`config.mk`:
```
export PLATFORM = sky130hd
export DESIGN_NAME = systolic_array_ctrl
export DESIGN_NICKNAME = d
export VERILOG_FILES = /design/src/rtl/systolic_array_ctrl.sv
export SDC_FILE = /design/constraint.sdc
export NUM_CORES = 1
export LEC_CHECK = 0
export BUFFER_PORTS_ARGS = -buffer_cell sky130_fd_sc_hd__clkbuf_2
export CAP_MARGIN = 15
export CORE_AREA = 2 2 157 159
export CTS_CLUSTER_SIZE = 30
export DETAILED_ROUTE_END_ITERATION = 10
export DIE_AREA = 0 0 159 161
export PLACE_DENSITY_LB_ADDON = 0.2
export SLEW_MARGIN = 10
export SYNTH_ARGS = -nofsm -noshare
export SYNTH_HDL_FRONTEND = slang
export SYNTH_SLANG_ARGS = --single-unit
```
`constraint.sdc`:
```
create_clock -name clk -period 1.4 [get_ports clk]
set_clock_uncertainty 0.05 [all_clocks]
set_input_delay 0.28 -clock clk [delete_from_list [all_inputs] [get_ports clk]]
set_output_delay 0.28 -clock clk [all_outputs]
set_load 0.02 [all_outputs]
```
`src/rtl/systolic_array_ctrl.sv`:
```
// Job sequencer for the 2x2 systolic PE array: accepts one job, clears the array, issues skewed
// start pulses, waits for completion (with timeout) and holds both row results until the host takes them.
module systolic_array_ctrl #(
    parameter int DW      = 16,
    parameter int TIMEOUT = 64
) (
    input  logic            clk,
    input  logic            reset,
    // job input: valid/ready, transfer when in_valid && in_ready on a rising edge
    input  logic            in_valid,
    output logic            in_ready,
    input  logic [4*DW-1:0] in_a,
    input  logic [2*DW-1:0] in_b,
    input  logic [DW-1:0]   in_bias,
    // result output: valid/ready, held stable until out_valid && out_ready on a rising edge
    output logic            out_valid,
    input  logic            out_ready,
    output logic [DW-1:0]   out_row1,
    output logic [DW-1:0]   out_row2,
    output logic            out_err,
    // array side
    output logic [DW-1:0]   a11,
    output logic [DW-1:0]   a12,
    output logic [DW-1:0]   a21,
    output logic [DW-1:0]   a22,
    output logic [DW-1:0]   b1,
    output logic [DW-1:0]   b2,
    output logic [DW-1:0]   prev_operand,
    output logic            start_PE11,
    output logic            start_PE12,
    output logic            start_PE21,
    output logic            start_PE22,
    output logic            clear,
    input  logic            done_PE11,
    input  logic            done_PE22,
    input  logic [DW-1:0]   result_row1,
    input  logic [DW-1:0]   result_row2,
    // debug: current FSM state encoding
    output logic [2:0]      dbg_state_o
);

    typedef enum logic [2:0] {
        S_IDLE = 3'd0,
        S_CLR  = 3'd1,
        S_ISS1 = 3'd2,
        S_ISS2 = 3'd3,
        S_ISS3 = 3'd4,
        S_WAIT = 3'd5,
        S_OUT  = 3'd6
    } state_e;

    state_e          state_q, state_d;
    logic [7:0]      cnt_q, cnt_d;
    logic            seen11_q, seen11_d;
    logic [4*DW-1:0] a_q, a_d;
    logic [2*DW-1:0] b_q, b_d;
    logic [DW-1:0]   bias_q, bias_d;
    logic [DW-1:0]   row1_q, row1_d;
    logic [DW-1:0]   row2_q, row2_d;
    logic            err_q, err_d;
    logic            limit;

    assign limit = (cnt_q == 8'(TIMEOUT - 1));

    always_ff @(posedge clk) begin
        if (reset) begin
            state_q  <= S_IDLE;
            cnt_q    <= '0;
            seen11_q <= 1'b0;
            a_q      <= '0;
            b_q      <= '0;
            bias_q   <= '0;
            row1_q   <= '0;
            row2_q   <= '0;
            err_q    <= 1'b0;
        end else begin
            state_q  <= state_d;
            cnt_q    <= cnt_d;
            seen11_q <= seen11_d;
            a_q      <= a_d;
            b_q      <= b_d;
            bias_q   <= bias_d;
            row1_q   <= row1_d;
            row2_q   <= row2_d;
            err_q    <= err_d;
        end
    end

    always_comb begin
        state_d  = state_q;
        cnt_d    = cnt_q;
        seen11_d = seen11_q;
        a_d      = a_q;
        b_d      = b_q;
        bias_d   = bias_q;
        row1_d   = row1_q;
        row2_d   = row2_q;
        err_d    = err_q;
        case (state_q)
            S_IDLE: begin
                if (in_valid) begin
                    a_d      = in_a;
                    b_d      = in_b;
                    bias_d   = in_bias;
                    seen11_d = 1'b0;
                    cnt_d    = '0;
                    state_d  = S_CLR;
                end
            end
            S_CLR:  state_d = S_ISS1;
            S_ISS1: state_d = S_ISS2;
            S_ISS2: state_d = S_ISS3;
            S_ISS3: begin
                cnt_d   = '0;
                state_d = S_WAIT;
            end
            S_WAIT: begin
                if (done_PE11) begin
                    seen11_d = 1'b1;
                end
                // Completion beats the timeout when both land in the same cycle.
                if (done_PE22) begin
                    row1_d  = result_row1;
                    row2_d  = result_row2;
                    err_d   = !(seen11_q || done_PE11);
                    state_d = S_OUT;
                end else if (limit) begin
                    row1_d  = '0;
                    row2_d  = '0;
                    err_d   = 1'b1;
                    state_d = S_OUT;
                end else begin
                    cnt_d = cnt_q + 8'd1;
                end
            end
            S_OUT: begin
                if (out_ready) begin
                    state_d = S_IDLE;
                end
            end
            default: state_d = S_IDLE;
        endcase
    end

    always_comb begin
        in_ready   = 1'b0;
        out_valid  = 1'b0;
        clear      = 1'b0;
        start_PE11 = 1'b0;
        start_PE12 = 1'b0;
        start_PE21 = 1'b0;
        start_PE22 = 1'b0;
        case (state_q)
            S_IDLE: in_ready = 1'b1;
            S_CLR:  clear = 1'b1;
            S_ISS1: start_PE11 = 1'b1;
            S_ISS2: begin
                start_PE12 = 1'b1;
                start_PE21 = 1'b1;
            end
            S_ISS3: start_PE22 = 1'b1;
            S_OUT:  out_valid = 1'b1;
            default: ;
        endcase
    end

    assign a11          = a_q[DW-1:0];
    assign a12          = a_q[2*DW-1:DW];
    assign a21          = a_q[3*DW-1:2*DW];
    assign a22          = a_q[4*DW-1:3*DW];
    assign b1           = b_q[DW-1:0];
    assign b2           = b_q[2*DW-1:DW];
    assign prev_operand = bias_q;
    assign out_row1     = row1_q;
    assign out_row2     = row2_q;
    assign out_err      = err_q;
    assign dbg_state_o  = state_q;

endmodule

```
# Yosys cells after proc, flatten, opt, wreduce, memory -nomap -nowiden
# Cells that the tools add are included.
# word_totals
latchBits,0
wordCells,57
n_memories,0
romBits,0
mem_bits_rw,0
regBits,157
# op_classes
reduce_logical,11
n_div,0
mul,0
mux,23
order_cmp,0
n_shift,0
n_eq_ne,13
n_addsub,1
bitwise_logic,0
# op_table
op,count
16-bit 2-to-1 mux,3
8-bit 2-to-1 mux,3
8-bit case mux with 3 select lines,1
3-bit case mux with 7 select lines,1
3-bit 2-to-1 mux,4
1-bit 2-to-1 mux,10
"2-bit inequality test, second input constant",5
"3-bit == test, second input constant",3
"8-bit by 1-bit adder with 8-bit output, second input constant",1
"8-bit by 6-bit == test with 1-bit output, second input constant",1
"3-bit by 2-bit == test with 1-bit output, second input constant",2
3-bit AND reduction,2
2-bit AND reduction,2
4-bit AND reduction,1
2-bit nonzero test,2
"3-bit by 1-bit == test with 1-bit output, second input constant",1
3-bit logical NOT,1
"3-bit inequality test, second input constant",1
3-bit nonzero test,1
1-bit case mux with 2 select lines,1
1-bit logical NOT,1
1-bit logical OR,1

# Logic depth before layout (Yosys ltp)
# Gate-level depths: netlist of run 1.
# depth
depth_word,4
depth_mapped,8
mapped_depth_nobuf,5

# Worst setup path before layout of run 1
# No wires, ideal clock.
# synth_timing
path_type,reg-to-output
from,reg state_q[0] (netlist: dbg_state_o[0])
to,out start_PE21
arrival_ps,1535
t_required_ps,1070
path_stages_with_launch,6
path_buffers,3
slack_ps,-465
path_cell_list,dfxtp_1 -> buf_4 -> clkbuf_1 -> nand2_1 -> nor2_1 -> buf_4
# synth_via
elab_chain_len,2
# synth_rtl
item,line,source
"start, declared",52,"state_e state_q, state_d;"
"start signal, assigned",77,state_q <= state_d;
3-bit by 2-bit == test with 1-bit output,n/a,
1-bit 2-to-1 mux,n/a,
"end, declared",31,"output logic start_PE21,"
# Every way passes these cells.

# Worst setup path in the final report of run 1
# layout_timing
from,reg state_q[2] (netlist: dbg_state_o[2])
to,reg b_q[28]
# layout_via
elab_chain_len,2
# layout_rtl
item,line,source
3-bit logical NOT,99,case (state_q)
2-bit AND reduction (no source line),n/a,
"end signal, assigned",71,b_q <= '0;
"end signal, assigned",81,b_q <= b_d;
"end, declared",56,"logic [2*DW-1:0] b_q, b_d;"
# Every way passes these cells.
# A chain may end at the register's enable or synchronous reset.

==> impl_results.md, run 1 <==
* Max IR drop VDD at 588 uV
* Routed len/inst at 17.1 microns
* Critical Path AT at 1.98 ns
* Htree depth at 4
* Final period util at 1.20
* Max incr delay on CP at 0.37 ns
* Post-route insts no fill at 1396
* Gr usage total at 0.175
* Asr flop ratio synth at 0
* CP max stage cell: dfxtp_4
* Post-Synthesis Cells at 659
* Nets at 1210
* Core area at 24000 sq um
* Fillcell total at 2322
* Yosys cell types at 45
* CP Capture Type: flop
* Area Growth Syn to Fin at 87.2%
* Avg Inst Size Synth at 8.96 sq um
* IO Count at 305
* CTS tree: yes
* Initial DRC count at 207
* #FFs+latches synth at 157
* Max-slew violations at 0
* Pre-CTS setup slack at -0.109 ns
* CTS Root Cell: clkbuf_16
* CTS Buf Count at 17
* Global-route wire length before repair at 35100 microns
* Share of post-route cells with drive strength above 1 at 0.652
* Final setup violation count at 164
* Required @ worst endpoint at 1.69 ns
* LEAKAGE at 5.05 nW
* Syn nets at 810
* Global route overflow at 0
* Vias/cell at 4.45
* Ys Warns at 0
* Fin. Hold Viols at 0
* Clk Latency, worst-skew pair at 0.42 ns
* Status: complete, but fails checks
* Final worst slack at -0.281 ns
* Slew Limit Headroom at 0.672
* Clock slew at reported path FFs at 0.07 ns
* Post-synth EDFFs at 0
* Initial antenna violation count at 0
* CP dominant cell by count: buf_6
* Die span in y at 161 microns
* Register area share after synthesis at 0.532
* Fin crit period at 1.68 ns
* GP Congestion at 0.768
* PD cells at 1250 nW/um^2
* Top_reg_cell synth: dfxtp_1
* Failing checks: setup timing
* RSZ-0062 raised after global routing: yes
* Row count at 57
* Mapped cell area at 5910 sq um
* Via count at 6212
* Inst Count DP at 1282
* Max clock buf depth at 2
* Final WL at 23900 microns
* PortBufs at 304
* CP cell instances: nor3_4 -> buf_6 -> and2_4 -> buf_4 -> buf_6 -> buf_16 -> nand2_2 -> a21oi_2
* Die ar. at 25600 sq um
* Hpwl dp at 13100 microns
* Highest Clock Rate at 0.595 GHz
* DRC at 0
* Initial DRT Pass Iterations at 4
* Crit Path Category: reg -> reg
* Diodes inserted at 0
* Worst-Margin Slew at 0.492 ns
* Clk sinks at 157
* Largest net degree at the start of global routing at 66
* Max_cap viols at 0
* Hold Path Class: in -> reg
* Post-DRT Antenna Nets at 0
* Critical Path Start Type: flop
* Initial Util at 0.247
* Crit Path Max Fanout at 7
* Die Wd at 159 microns
* Vias in the first global route at 6235
[timing repair]
item / 4_1_cts / 5_1_grt
hold buffers: 7 / 0
endpoints found under the hold margin: 7 / 0
pin swaps: 69 / 76
resized for setup: 192 / 155
gates cloned: 23 / 7
endpoints found under the setup margin: 104 / 166
setup buffers: 40 / 13
[layout by cell type (no fill, tap or decap), types with 18 or more instances in the layout]
cell       count
nand2_4       71
clkbuf_16     23
a21oi_2       92
nand2_1      108
a22o_1        32
nand2_2       49
dfxtp_1      151
buf_16        18
buf_12        24
clkbuf_2     291
buf_4         44
buf_6         22
a21oi_1       26
[final cells by class]
cell class	instances	area [sq um]	area share
clock buffers	19	443	0.0401
flip-flops and latches	157	3160	0.286
repair buffers	430	3490	0.315
inverters	2	7.51	0.000679
clock inverters	13	131	0.0119
well taps	324	405	0.0367
multi-input cells	451	3430	0.310
[path summary, 6_finish.rpt]
path / to / start / depth (start not counted) / slack, ns
setup / recovery: b_q[28] / dbg_state_o[2] / 8 / -0.28
hold / removal: a_q[34] / in_a[34] / 3 / 0.02
setup reg to reg: b_q[28] / dbg_state_o[2] / 8 / -0.28
hold reg to reg: a_q[46] / a_q[46] / 2 / 0.40
[synthesized netlist by cell type, types with 3 or more instances]
| master | count | area, sq um |
|---|---|---|
| o21ai_0 | 5 | 25.0 |
| a21oi_1 | 48 | 240 |
| dfxtp_1 | 157 | 3140 |
| o211ai_1 | 7 | 52.6 |
| nand3b_1 | 4 | 30.0 |
| nor2_1 | 9 | 33.8 |
| nand2_1 | 229 | 860 |
| clkbuf_1 | 26 | 97.6 |
| buf_6 | 7 | 78.8 |
| nor3b_1 | 3 | 22.5 |
| nand3_1 | 10 | 50.1 |
| a22o_1 | 32 | 280 |
| a21oi_2 | 71 | 622 |
| buf_2 | 14 | 70.1 |
[stage by stage]
step | setup TNS [ns] | util | hold slack [ns] | cell area (sq um) | power [mW]
2_1_floorplan | -16.04 | - | 0.363 | 6010 | 6.51
3_3_place_gp | -3.59 | 0.338 | 0.392 | 8090 | 7.42
3_5_place_dp | -3.88 | 0.338 | 0.396 | 8090 | 7.42
4_1_cts | -28.57 | 0.435 | 0.000879 | 10400 | 13.6
5_1_grt | -38.58 | 0.461 | 0.00551 | 11100 | 14.4
6_report | -32.03 | 0.461 | 0.0215 | 11100 | 13.9
[state kept, by name, indices dropped and copies added, names as in the netlist]
| signal | flops |
|---|---|
| dbg_state_o | 3 |
| out_row2 | 16 |
| out_err | 1 |
| cnt_q | 8 |
| prev_operand | 16 |
| b_q | 32 |
| out_row1 | 16 |
| a_q | 64 |
| seen11_q | 1 |
[logic make-up after synthesis]
| family | count (synthesis) | synth area share |
|---|---|---|
| AOI/OAI and AO/OA | 171 | 0.218 |
| xor gates and xnor gates | 1 | 0.00148 |
| adders and majority gates | 1 | 0.00212 |
| buffers and inverters | 53 | 0.0487 |
| DFF | 157 | 0.532 |
| muxes | 1 | 0.00169 |
| and+or+nand+nor | 275 | 0.196 |
[power breakdown]
group	internal (mW)	leakage [nW]	switching [mW]
Sequential	4.78	1.29	0.243
Combinational	2.03	3.49	2.18
Clock	2.54	0.276	2.08
Total	9.35	5.05	4.50
[critical path: cells and delay by family (launching register included)]
| family | cells | cell delay, ns |
|---|---|---|
| buf+inv | 4 | 0.52 |
| compound gates | 1 | 0.13 |
| simple gates | 3 | 0.52 |
| flops | 1 | 0.37 |
[per-layer routing]
metal	up-vias	global-route usage	wire, microns
met2	222	0.323	12400
met4	0	0.0471	486
met1	2932	0.198	9530
met5	-	0	0
met3	24	0.0501	1490
li1	3034	-	-
(Power assumes the default switching activity.)
==> inputs of run 2 (changes only) <==
REMOVE_ABC_BUFFERS = 1   (was unset)
==> run 2 against run 1 <==
  * The run still ends with setup timing left
  * Clock power grew 2%
  * Setup slack gained 0.020 ns
  * Register-to-register slack gained 0.04 ns
  * Count of clock-buffer cells in the layout shrank 1
  * Cell area grew 3.1%
  * Global-route usage is essentially flat
  * Sequential share of layout area shrank 0.81 points
  * Critical path depth shrank 4
  * Die area is the same
  * Cell count shrank 1.2%
  * Highest routed layer is now met5
==> impl_results.md, run 2 (synthesis results as in run 1) <==
* Max_cap viols at 0 (unchanged)
* Final setup violation count at 163 (was 164)
* Most frequent cells in the layout: clkbuf_2, dfxtp_1, nand2_4 (was clkbuf_2, dfxtp_1, nand2_1)
* Hpwl dp at 12900 microns (was 13100 microns)
* Initial Util at 0.247 (unchanged)
* LEAKAGE at 5.29 nW (was 5.05 nW)
* Design Power at 14.5 mW (was 13.9 mW)
* Initial antenna violation count at 1 (was 0)
* Required @ worst endpoint at 1.07 ns (was 1.69 ns)
* Crit Path Max Fanout at 2 (was 7)
* Largest register FFs at 64 (unchanged)
* Via count at 6273 (was 6212)
* Final worst slack at -0.261 ns (was -0.281 ns)
* Failing checks: setup timing (unchanged)
* Switching portion of total power at 0.337 (was 0.325)
* Worst-Margin Slew at 0.654 ns (was 0.492 ns)
* Max clock buf depth at 2 (unchanged)
* Vias in the first global route at 6067 (was 6235)
* Clock slew at reported path FFs at 0.08 ns (was 0.07 ns)
* Vias/cell at 4.55 (was 4.45)
* Final period util at 1.19 (was 1.20)
* Slew Limit Headroom at 0.564 (was 0.672)
* Final WL at 24700 microns (was 23900 microns)
* Initial DRC count at 265 (was 207)
* Core area at 24000 sq um (unchanged)
* Largest net degree at the start of global routing at 85 (was 66)
* Global-route wire length before repair at 35000 microns (was 35100 microns)
* GP Congestion at 0.739 (was 0.768)
* Highest Clock Rate at 0.602 GHz (was 0.595 GHz)
* Status: complete, but fails checks (unchanged)
* Clock power frac at 0.327 (was 0.333)
* Reg power frac at 0.353 (was 0.363)
* Nets at 1193 (was 1210)
* Diodes inserted at 0 (unchanged)
* Combinational share of power at 0.320 (was 0.304)
* Max-slew violations at 0 (unchanged)
* Htree depth at 4 (unchanged)
* PD cells at 1270 nW/um^2 (was 1250 nW/um^2)
* Critical Path Start Type: flop (unchanged)
* Area Growth Syn to Fin at 93.0% (was 87.2%)
* Met1 Use GR at 0.210 (was 0.198)
* Gr busiest metal: met2 (unchanged)
* Share of post-route cells with drive strength above 1 at 0.725 (was 0.652)
* Top flop regs: a_q (64), b_q (32) (unchanged)
* Global route overflow at 0 (unchanged)
* Hold Path Class: in -> reg (unchanged)
* Initial DRT Pass Iterations at 4 (unchanged)
* DRC at 0 (unchanged)
* Fin crit period at 1.66 ns (was 1.68 ns)
* CTS Root Cell: clkbuf_16 (unchanged)
* RSZ-0062 raised after global routing: yes (unchanged)
* Row count at 57 (unchanged)
* Die span in y at 161 microns (unchanged)
* Die ar. at 25600 sq um (unchanged)
* Post-DRT Antenna Nets at 0 (unchanged)
* CP Capture Type: output pin (was flop)
* Die Wd at 159 microns (unchanged)
* Int Pwr at 9.58 mW (was 9.35 mW)
* Gr usage total at 0.176 (was 0.175)
* CTS tree: yes (unchanged)
* Most common cell after layout, fill and taps aside: clkbuf_2 (unchanged)
* GR Layer Usage met3 at 0.0611 (was 0.0501)
* Crit Path Category: reg -> out (was reg -> reg)
* Min Hold Slack at 0.0193 ns (was 0.0215 ns)
* Clk Latency, worst-skew pair at 0.42 ns (about the same)
* IO Count at 305 (unchanged)
* Largest Register: a_q (unchanged)
* Fin. Hold Viols at 0 (unchanged)
* Switching power at 4.88 mW (was 4.50 mW)
* CTS Buf Count at 17 (unchanged)
* Clk sinks at 157 (unchanged)
* Max IR drop VDD at 615 uV (was 588 uV)
* Critical Path AT at 1.33 ns (was 1.98 ns)
* Routed len/inst at 17.9 microns (was 17.1 microns)
* GR met2 Demand/Resource at 0.303 (was 0.323)
* PortBufs at 304 (unchanged)
run 2: what timing repair did:
| action | CTS | global route |
|---|---|---|
| setup endpoints to repair | 115 | 167 |
| hold buffers | 1 | 1 |
| pin swaps | 12 | 262 |
| buffers inserted | 23 | 10 |
| gates resized for setup | 156 | 311 |
| hold endpoints to repair | 1 | 1 |
| gates cloned | 22 | 18 |
run 2: critical path, cell delays in order, from the launching register on:
cell and delay (ns):
dfxtp_2 0.33, buf_6 0.12, nor3_4 0.20, buf_6 0.14
buf_8 0.10
run 2: final cells by class:
class | instances | area [sq um]
clock buffer | 18 | 439
tap | 324 | 405
fill | 2303 | 12600
inverter | 2 | 7.51
clock inverter | 14 | 146
timing repair buffer | 412 | 3370
multi-input combinational | 452 | 3870
sequential | 157 | 3160
run 2: power by group through the flow:
stage | Combinational [mW] | Clock (mW) | Sequential (mW)
global placement | 2.32 | 0 | 5.05
detailed placement | 2.32 | 0 | 5.05
finish | 4.64 | 4.72 | 5.11
CTS | 3.69 | 4.84 | 5.00
floorplan | 0.828 | 0 | 5.44
global route | 4.89 | 5.05 | 5.14
run 2: worst paths after layout:
path,depth (start not counted),end,slack [ns],from
hold reg to reg,2,b_q[25],0.41,b_q[25]
hold / removal,3,prev_operand[9],0.02,in_bias[9]
setup / recovery,4,in_ready,-0.26,dbg_state_o[0]
setup reg to reg,9,b_q[14],-0.24,dbg_state_o[0]
run 2: per-stage QoR:
stage	TNS (ns)	instance area (sq um)	std cells	setup WS, ns	utilization
global placement	-3.82	7980	1278	-0.169	0.333
detailed placement	-4.74	7980	1278	-0.180	0.333
CTS	-19.34	9920	1356	-0.267	0.414
finish	-27.57	11400	1379	-0.261	0.476
global route	-35.53	11400	1379	-0.314	0.476
floorplan	-247.19	5630	608	-2.00	-
run 2: layer usage:
layer  up-vias  share of wire  routed length (microns)
met2       254           0.50                    12400
met3        23          0.073                     1800
met1      2971           0.41                    10000
li1       3023              -                        -
met5         -        0.00053                       13
met4         2          0.018                      438
